===== src/rtl/timer_pkg.sv =====
// Shared definitions for the 8-bit timer register responder.
//   - register indices within the 4-entry bank (TDR, TCR, TSR, TCNT)
//   - TSR flag bit positions
//   - bus FSM state type
//   - TSR next-state helper (set wins over write-0-to-clear)
package timer_pkg;

  typedef logic [1:0] reg_idx_t;

  localparam reg_idx_t TDR_ADDR  = 2'd0;
  localparam reg_idx_t TCR_ADDR  = 2'd1;
  localparam reg_idx_t TSR_ADDR  = 2'd2;
  localparam reg_idx_t TCNT_ADDR = 2'd3;

  localparam int unsigned TSR_OVF_BIT = 0;
  localparam int unsigned TSR_UDF_BIT = 1;

  typedef enum logic [1:0] {
    IDLE   = 2'd0,
    SETUP  = 2'd1,
    ACCESS = 2'd2
  } apb_state_e;

  // A core pulse on the same edge as a clearing write leaves the flag set.
  function automatic logic [1:0] tsr_update(input logic [1:0] cur,
                                            input logic [1:0] set,
                                            input logic [1:0] clr);
    return set | (cur & ~clr);
  endfunction

endpackage


===== src/rtl/timer_reg_bank.sv =====
// Timer register storage and read mux.
//   clk, rst_n     clock, asynchronous active-low reset
//   we             commit strobe for a validated write
//   widx, wdata    write register index and data
//   ridx           read register index (combinational read mux)
//   tcnt           live counter from the core, read-only
//   ovf_set/udf_set 1-cycle core pulses setting TSR flags
//   tdr, tcr       stored reload/control values driven to the core
//   rdata          read mux output
module timer_reg_bank
  import timer_pkg::*;
(
  input  logic       clk,
  input  logic       rst_n,
  input  logic       we,
  input  reg_idx_t   widx,
  input  logic [7:0] wdata,
  input  reg_idx_t   ridx,
  input  logic [7:0] tcnt,
  input  logic       ovf_set,
  input  logic       udf_set,
  output logic [7:0] tdr,
  output logic [7:0] tcr,
  output logic [7:0] rdata
);

  logic [7:0] tdr_q, tdr_d;
  logic [7:0] tcr_q, tcr_d;
  logic [1:0] tsr_q, tsr_d;
  logic [1:0] tsr_set, tsr_clr;

  always_comb begin
    tdr_d = tdr_q;
    tcr_d = tcr_q;
    if (we && (widx == TDR_ADDR)) tdr_d = wdata;
    if (we && (widx == TCR_ADDR)) tcr_d = wdata;
  end

  always_comb begin
    tsr_set = '0;
    tsr_set[TSR_OVF_BIT] = ovf_set;
    tsr_set[TSR_UDF_BIT] = udf_set;
    // Write-0-to-clear: only bits written as 0 are cleared.
    tsr_clr = (we && (widx == TSR_ADDR)) ? ~wdata[1:0] : 2'b00;
    tsr_d   = tsr_update(tsr_q, tsr_set, tsr_clr);
  end

  always_ff @(posedge clk or negedge rst_n) begin
    if (!rst_n) begin
      tdr_q <= '0;
      tcr_q <= '0;
      tsr_q <= '0;
    end else begin
      tdr_q <= tdr_d;
      tcr_q <= tcr_d;
      tsr_q <= tsr_d;
    end
  end

  always_comb begin
    rdata = '0;
    unique case (ridx)
      TDR_ADDR:  rdata = tdr_q;
      TCR_ADDR:  rdata = tcr_q;
      TSR_ADDR:  rdata = {6'b0, tsr_q};
      TCNT_ADDR: rdata = tcnt;
      default:   rdata = '0;
    endcase
  end

  assign tdr = tdr_q;
  assign tcr = tcr_q;

endmodule


===== src/rtl/timer_apb_responder.sv =====
// APB-style slave for the 8-bit timer register bank.
// Decodes CPU transfers, inserts WAIT_STATES wait cycles, flags illegal accesses
// with pslverr and holds TDR/TCR/TSR (via timer_reg_bank).
//   clk, rst_n                 clock, asynchronous active-low reset
//   psel, penable, pwrite      APB control
//   paddr, pwdata              address / write data
//   prdata, pready, pslverr    registered read data, completion, error
//   tdr, tcr                   register values to the timer core
//   tcnt                       live counter from core (read at 0x03)
//   ovf_set, udf_set           1-cycle flag pulses from core
// WAIT_STATES must be 0..7; the wait counter is 3 bits wide.
module timer_apb_responder
  import timer_pkg::*;
#(
  parameter int unsigned WAIT_STATES = 1,
  parameter int unsigned ADDR_W      = 8,
  parameter int unsigned DATA_W      = 8
) (
  input  logic              clk,
  input  logic              rst_n,
  input  logic              psel,
  input  logic              penable,
  input  logic              pwrite,
  input  logic [ADDR_W-1:0] paddr,
  input  logic [DATA_W-1:0] pwdata,
  output logic [DATA_W-1:0] prdata,
  output logic              pready,
  output logic              pslverr,
  output logic [7:0]        tdr,
  output logic [7:0]        tcr,
  input  logic [7:0]        tcnt,
  input  logic              ovf_set,
  input  logic              udf_set
);

  localparam logic [2:0] WaitLast = 3'(WAIT_STATES);

  apb_state_e        state_q, state_d;
  logic [2:0]        wait_cnt_q, wait_cnt_d;
  logic [DATA_W-1:0] prdata_q, prdata_d;

  logic       addr_in_range;
  logic       addr_err;
  logic       ready;
  logic       ready_d;
  logic       commit;
  reg_idx_t   idx;
  logic [7:0] bank_rdata;

  // Only 0x00..0x03 exist; TCNT is read-only.
  assign idx           = paddr[1:0];
  assign addr_in_range = (paddr[ADDR_W-1:2] == '0);
  assign addr_err      = !addr_in_range || (pwrite && (idx == TCNT_ADDR));

  assign ready  = (state_q == ACCESS) && (wait_cnt_q == WaitLast);
  assign commit = ready && pwrite && !addr_err;

  always_comb begin
    state_d = state_q;
    unique case (state_q)
      IDLE: begin
        if (psel && !penable) state_d = SETUP;
      end
      SETUP: begin
        if (!psel)        state_d = IDLE;
        else if (penable) state_d = ACCESS;
      end
      ACCESS: begin
        if (ready)      state_d = (psel && !penable) ? SETUP : IDLE;
        else if (!psel) state_d = IDLE;
      end
      default: state_d = IDLE;
    endcase
  end

  assign wait_cnt_d = ((state_q == ACCESS) && (state_d == ACCESS)) ? wait_cnt_q + 3'd1 : 3'd0;

  // prdata is captured on the edge that enters the pready cycle, so it is
  // already stable while pready is high.
  assign ready_d = (state_d == ACCESS) && (wait_cnt_d == WaitLast);

  always_comb begin
    prdata_d = prdata_q;
    if (ready_d && !pwrite) prdata_d = addr_err ? '0 : DATA_W'(bank_rdata);
  end

  always_ff @(posedge clk or negedge rst_n) begin
    if (!rst_n) begin
      state_q    <= IDLE;
      wait_cnt_q <= '0;
      prdata_q   <= '0;
    end else begin
      state_q    <= state_d;
      wait_cnt_q <= wait_cnt_d;
      prdata_q   <= prdata_d;
    end
  end

  timer_reg_bank u_reg_bank (
    .clk     (clk),
    .rst_n   (rst_n),
    .we      (commit),
    .widx    (idx),
    .wdata   (pwdata[7:0]),
    .ridx    (idx),
    .tcnt    (tcnt),
    .ovf_set (ovf_set),
    .udf_set (udf_set),
    .tdr     (tdr),
    .tcr     (tcr),
    .rdata   (bank_rdata)
  );

  assign prdata  = prdata_q;
  assign pready  = ready;
  assign pslverr = ready && addr_err;

endmodule


===== config.mk =====
export PLATFORM = sky130hd
export DESIGN_NAME = timer_apb_responder
export DESIGN_NICKNAME = d
export VERILOG_FILES = /design/src/rtl/timer_pkg.sv /design/src/rtl/timer_reg_bank.sv /design/src/rtl/timer_apb_responder.sv
export SDC_FILE = /design/constraint.sdc
export NUM_CORES = 1
export LEC_CHECK = 0
export BUFFER_PORTS_ARGS = -buffer_cell sky130_fd_sc_hd__buf_2
export CORE_UTILIZATION = 40
export DETAILED_ROUTE_END_ITERATION = 12
export GPL_ROUTABILITY_DRIVEN = 0
export PLACE_DENSITY_LB_ADDON = 0.05
export SLEW_MARGIN = 40
export SYNTH_ARGS = -nofsm -noshare
export SYNTH_HDL_FRONTEND = slang
export SYNTH_HIERARCHICAL = 1
export SYNTH_SLANG_ARGS = --single-unit

===== constraint.sdc =====
create_clock -name clk -period 2.3 [get_ports clk]
set_input_delay 0 -clock clk [delete_from_list [all_inputs] [get_ports clk]]
set_output_delay 0 -clock clk [all_outputs]
set_load 0.005 [all_outputs]

## Word-level counts from Yosys, hierarchy flattened

Index checks and enable logic that the tools add are counted.

- $add $sub $neg: 1
- $mul: 0
- Divide/modulo/power cells: 0
- $lt $le $gt $ge: 0
- Equality and inequality tests: 8
- Shift-type cells: 0
- Muxes and demuxes: 11
- Bitwise logic cells: 4
- Reductions and logical operators: 20

Operator list:

| kind | count |
|---|---|
| $pmux W8 S4 | 1 |
| $logic_and A1 B1 Y1 | 12 |
| $mux W2 | 6 |
| $eq A2 B2 Y1 const B | 4 |
| $mux W8 | 1 |
| $eq A3 B1 Y1 const B | 2 |
| $logic_not A6 Y1 | 1 |
| $pmux W2 S3 | 1 |
| $eq A2 B1 Y1 const B | 2 |
| $logic_not A1 Y1 | 4 |
| $logic_not A2 Y1 | 2 |
| $not A2 Y2 | 2 |
| $add A3 B1 Y3 const B | 1 |
| $mux W3 | 1 |
| $and A2 B2 Y2 | 1 |
| $or A2 B2 Y2 | 1 |
| $logic_or A1 B1 Y1 | 1 |
| $mux W1 | 1 |

- Register bits: 31
- Bits in latches: 0
- RAM bits: 0
- Memory bits (read-only): 0
- Output and inout bits: 26
- Word-level logic and storage cells: 50
- Memories kept: 0

## Depth between registers and ports, before layout

- Depth in word-level cells: 11
- Gate-level depth with buffers: 8
- Gate-level depth less buffers: 8

## Hierarchy

Netlist, hierarchy kept.

Modules (own cells, without submodules):

| module | instances | cells an instance | area each (sq um) | seq. area each (sq um) |
|---|---|---|---|---|
| timer_reg_bank | 1 | 57 | 877.1 | 450.4 |
| timer_apb_responder | 1 | 65 | 658.1 | 325.3 |

## Worst setup path before layout

Ideal clock, no wire load.

- Path kind: register to register
- Start point: register wait_cnt_q[0]
- End point: register u_reg_bank.tdr_q[0] (netlist: u_reg_bank/tdr[0])
- Setup time: 0.125 ns
- Data arrival time: 2.168 ns
- Path slack: 0.007 ns
- Cell stages (with the launch flop): 8
- Period minus slack after synthesis: 2.293 ns
- Path through: dfrtp_1 ha_1 nor2b_1 inv_1 nor3_1 and3_1 nor3b_4 mux2_2

- Cells in the longest elaborated chain, start to end: 5

RTL lines:

| item | line | source |
|---|---|---|
| start, declared | timer_apb_responder.sv:39 | `logic [2:0] wait_cnt_q, wait_cnt_d;` |
| start signal, assigned | timer_apb_responder.sv:94 | `wait_cnt_q <= wait_cnt_d;` |
| $eq A3 B1 Y1 | timer_apb_responder.sv:55 | `assign ready = (state_q == ACCESS) && (wait_cnt_q == WaitLast);` |
| $logic_and A1 B1 Y1 | timer_apb_responder.sv:55 |  |
| net pready | timer_apb_responder.sv:27 | `output logic pready,` |
| $logic_and A1 B1 Y1 (2 in a row) | timer_apb_responder.sv:56 | `assign commit = ready && pwrite && !addr_err;` |
| net commit | timer_apb_responder.sv:46 | `logic commit;` |
| $logic_and A1 B1 Y1 | timer_reg_bank.sv:35 | `if (we && (widx == TDR_ADDR)) tdr_d = wdata;` |
| end signal, assigned | timer_reg_bank.sv:54 | `tdr_q <= tdr_d;` |
| end, declared | timer_reg_bank.sv:27 | `logic [7:0] tdr_q, tdr_d;` |

The timed path passes the listed nets, and every way through them passes these cells.
A chain may end at the register's enable or synchronous reset.

## Worst setup path in the final report

- Start point: register wait_cnt_q[1]
- End point: register u_reg_bank.tdr_q[3] (netlist: u_reg_bank/tdr[3])

- Cells in the longest elaborated chain, start to end: 5

RTL lines:

| item | line |
|---|---|
| $eq A3 B1 Y1 | timer_apb_responder.sv:55 |
| $logic_and A1 B1 Y1 | timer_apb_responder.sv:55 |
| $logic_and A1 B1 Y1 (2 in a row) | timer_apb_responder.sv:56 |
| net commit | timer_apb_responder.sv:46 |
| $logic_and A1 B1 Y1 | timer_reg_bank.sv:35 |

The timed path passes the listed nets, and every way through them passes these cells.

==> flow_metrics.env <==
export IMPL_outcome="complete, no violations"
export IMPL_synth_top_cell_area_share=0.5053
export IMPL_worstMarginPinSlew_ns=0.6891
export IMPL_numPortBuffers=56
export IMPL_reg2reg_slack_ns=0.20
export IMPL_drtAntennaViolNets=0
export IMPL_fin_worst_skew_ns=0.004185
export IMPL_layout_commonest_cell="buf_2"
export IMPL_avgRoutedWirePerCell_um=14.46
export IMPL_syn_mean_instance_area_um2=12.58
export IMPL_vias_per_cell=5.020
export IMPL_cp_start_kind="flop"
export IMPL_multi_input_area_um2=705.7
export IMPL_r2r_start="wait_cnt_q[1]"
export IMPL_fp_row_count=22
export IMPL_die_area_um2=4090
export IMPL_cts_tree="yes"
export IMPL_tns_ns=0
export IMPL_setup_viol=0
export IMPL_die_h_um=63.95
export IMPL_dp_hpwl_um=2513
export IMPL_n_fill_cell=339
export IMPL_drc=0
export IMPL_first_global_vias=1282
export IMPL_area_growth_syn_to_layout_pct=37.25
export IMPL_grt_max_degree=32
export IMPL_clock_sinks=31
export IMPL_diodes=0
export IMPL_layout_nets=231
export IMPL_mostFrequentLayoutCells="buf_2 (56), dfrtp_1 (31), mux2_2 (22)"
export IMPL_start_util=0.4193
export IMPL_clockBufferDepth=2
export IMPL_syn_inst=122
export IMPL_wirelength_um=3571
export IMPL_top_usage_layer="met2"
export IMPL_regArea_um2=775.7
export IMPL_ir_drop_mv=0.3216
export IMPL_yosysWarnings=6
export IMPL_die_x_um=63.95
export IMPL_fmax_mhz=475.2
export IMPL_ys_ff_latch=31
export IMPL_synthDistinctLibCells=30
export IMPL_netlist_area_um2=1535
export IMPL_clkTransAtPathRegs_ns=0.06
export IMPL_p_leak_nw=1.074
export IMPL_firstDrtPassIters=4
export IMPL_slew_headroom=0.5406
export IMPL_fin_util=0.5755
export IMPL_final_max_slew_violation_count=0
export IMPL_grt_overflow=0
export IMPL_grtUsageMet3=0.06071
export IMPL_hold_class="input port to flop"
export IMPL_cap_violations=0
export IMPL_grt_use_met1=0.2194
export IMPL_hold_viol=0
export IMPL_synth_area_leader_cell="dfrtp_1"
export IMPL_drive_gt1_frac=0.4874
export IMPL_grt_pass1_wl_um=5920
export IMPL_cp_data_arrival_time_ns=2.27
export IMPL_vias=1240
export IMPL_core_area_um2=3661
export IMPL_min_from="penable"
export IMPL_crit_type="flop to flop"
export IMPL_cts_root_buf="clkbuf_8"
export IMPL_rsz0062_at_grt="no"
export IMPL_timing_rr_end="u_reg_bank/tdr[3]"
export IMPL_grt_usage=0.1942
export IMPL_met2_usage=0.3471
export IMPL_antenna_found_initial=0
export IMPL_syn_num_nets=155
export IMPL_synth_top_cells_by_area="dfrtp_1 (51%), mux2_2 (16%), a22o_1 (3.4%), nand4_1 (3.3%), o21ai_0 (2.9%)"
export IMPL_ios=57
export IMPL_ys_seq_area_frac=0.5053
export IMPL_min_to="state_q[0]"
export IMPL_drt_initial_drc_count=64
export IMPL_layout_min_cycle_time_ns=2.104
export IMPL_reg2reg_depth=9
export IMPL_crit_path_end_kind="flop"
export IMPL_post_route_period_util=0.9149
export IMPL_crit_path_max_fanout=8
export IMPL_clk_latency_ns=0.28
export IMPL_h_tree_depth=2
export IMPL_cp_data_required_time_ns=2.46
export IMPL_numCtsBuffers=5
export IMPL_p_per_area_nw_per_um2=573.7
export IMPL_hold_depth=2
## stage by stage
stage	hold slack [ns]	setup slack, ns	instances	power (mW)	instance area (um^2)
6_report	0.02154	0.1957	247	1.209	2107
5_1_grt	0.01732	0.01588	247	1.276	2107
4_1_cts	0.01526	0.01002	246	1.226	2086
3_5_place_dp	0.09368	0.02589	226	0.7996	1884
3_3_place_gp	0.07699	0.1002	226	0.7960	1884
2_1_floorplan	-0.2956	0.007349	122	0.6964	1535
## kinds of logic (layout without fill, tap and decap cells)
kind of cell,count (synthesis),count (layout),synth area share
flip-flops,31,31,0.5053
XOR/XNOR,1,1,0.005706
AND/OR/NAND/NOR,31,31,0.1622
buffers and inverters,14,91,0.03586
multiplexers,25,25,0.1972
adder cells (fa/ha/maj),2,2,0.01630
AO/OA/AOI/OAI,18,18,0.07742
## worst max-delay path, cell delays in order (launching register included)
cell	delay, ns
dfrtp_1	0.39
inv_1	0.06
ha_1	0.15
nor2b_1	0.17
inv_1	0.08
nor3_1	0.16
and3_2	0.26
nor3b_4	0.23
buf_12	0.15
mux2_2	0.33
## layer usage
metal | vias to the layer above | wire [um]
met5 | - | 0
met4 | 0 | 36
met3 | 4 | 151
met2 | 32 | 1840
met1 | 601 | 1543
li1 | 603 | -
## cell usage after synthesis (all sizes together)
cell / number
o21ai: 9
and3: 2
inv: 11
a31oi: 1
and2: 1
a22o: 6
mux2: 22
buf: 2
nor2b: 2
ha: 2
a21o: 2
nand4: 8
nor3: 3
or4: 1
and3b: 1
mux2i: 1
xor2: 1
clkbuf: 1
mux4: 2
nand3b: 2
dfrtp: 31
nand4bb: 2
nand2: 1
nor4: 3
nor3b: 2
nor2: 3
## flip-flops by register name, summed over array words and instances (netlist names)
register / cells
prdata: 8
u_reg_bank/tcr: 8
u_reg_bank/tdr: 8
wait_cnt_q: 3
state_q: 2
u_reg_bank/tsr_q: 2
## layout make-up
type	count	share of cell area
Timing Repair Buffer	72	0.2102
Clock buffer	7	0.03622
Multi-Input combinational cell	77	0.3349
Clock inverter	1	0.002375
Inverter	11	0.01960
Sequential cell	31	0.3682
Tap cell	48	0.02850
## power by group
part / leakage [nW] / internal, mW / switching, mW / total, mW
combinational: 0.629 / 0.0982 / 0.0891 / 0.187
sequential: 0.402 / 0.592 / 0.0248 / 0.617
clock: 0.0422 / 0.212 / 0.193 / 0.404
## worst max-delay path by stage
stage / cells after the start / endpoint / slack [ns] / start
after floorplan: 7 / u_reg_bank/tdr[0] / 0.007 / wait_cnt_q[0]
after global placement: 7 / u_reg_bank/tdr[6] / 0.10 / wait_cnt_q[0]
after global routing: 9 / u_reg_bank/tdr[0] / 0.02 / wait_cnt_q[1]
after detailed placement: 8 / u_reg_bank/tdr[3] / 0.03 / wait_cnt_q[1]
after CTS: 8 / u_reg_bank/tdr[3] / 0.01 / wait_cnt_q[1]
final: 9 / u_reg_bank/tdr[3] / 0.20 / wait_cnt_q[1]
## repair_timing
item	4_1_cts	5_1_grt
endpoints found under the hold margin	51	0
gates resized for setup	0	1
buffers inserted	0	1
hold buffers	12	0
endpoints found under the setup margin	0	8
No activity file was read; power rests on OpenSTA's default activity.
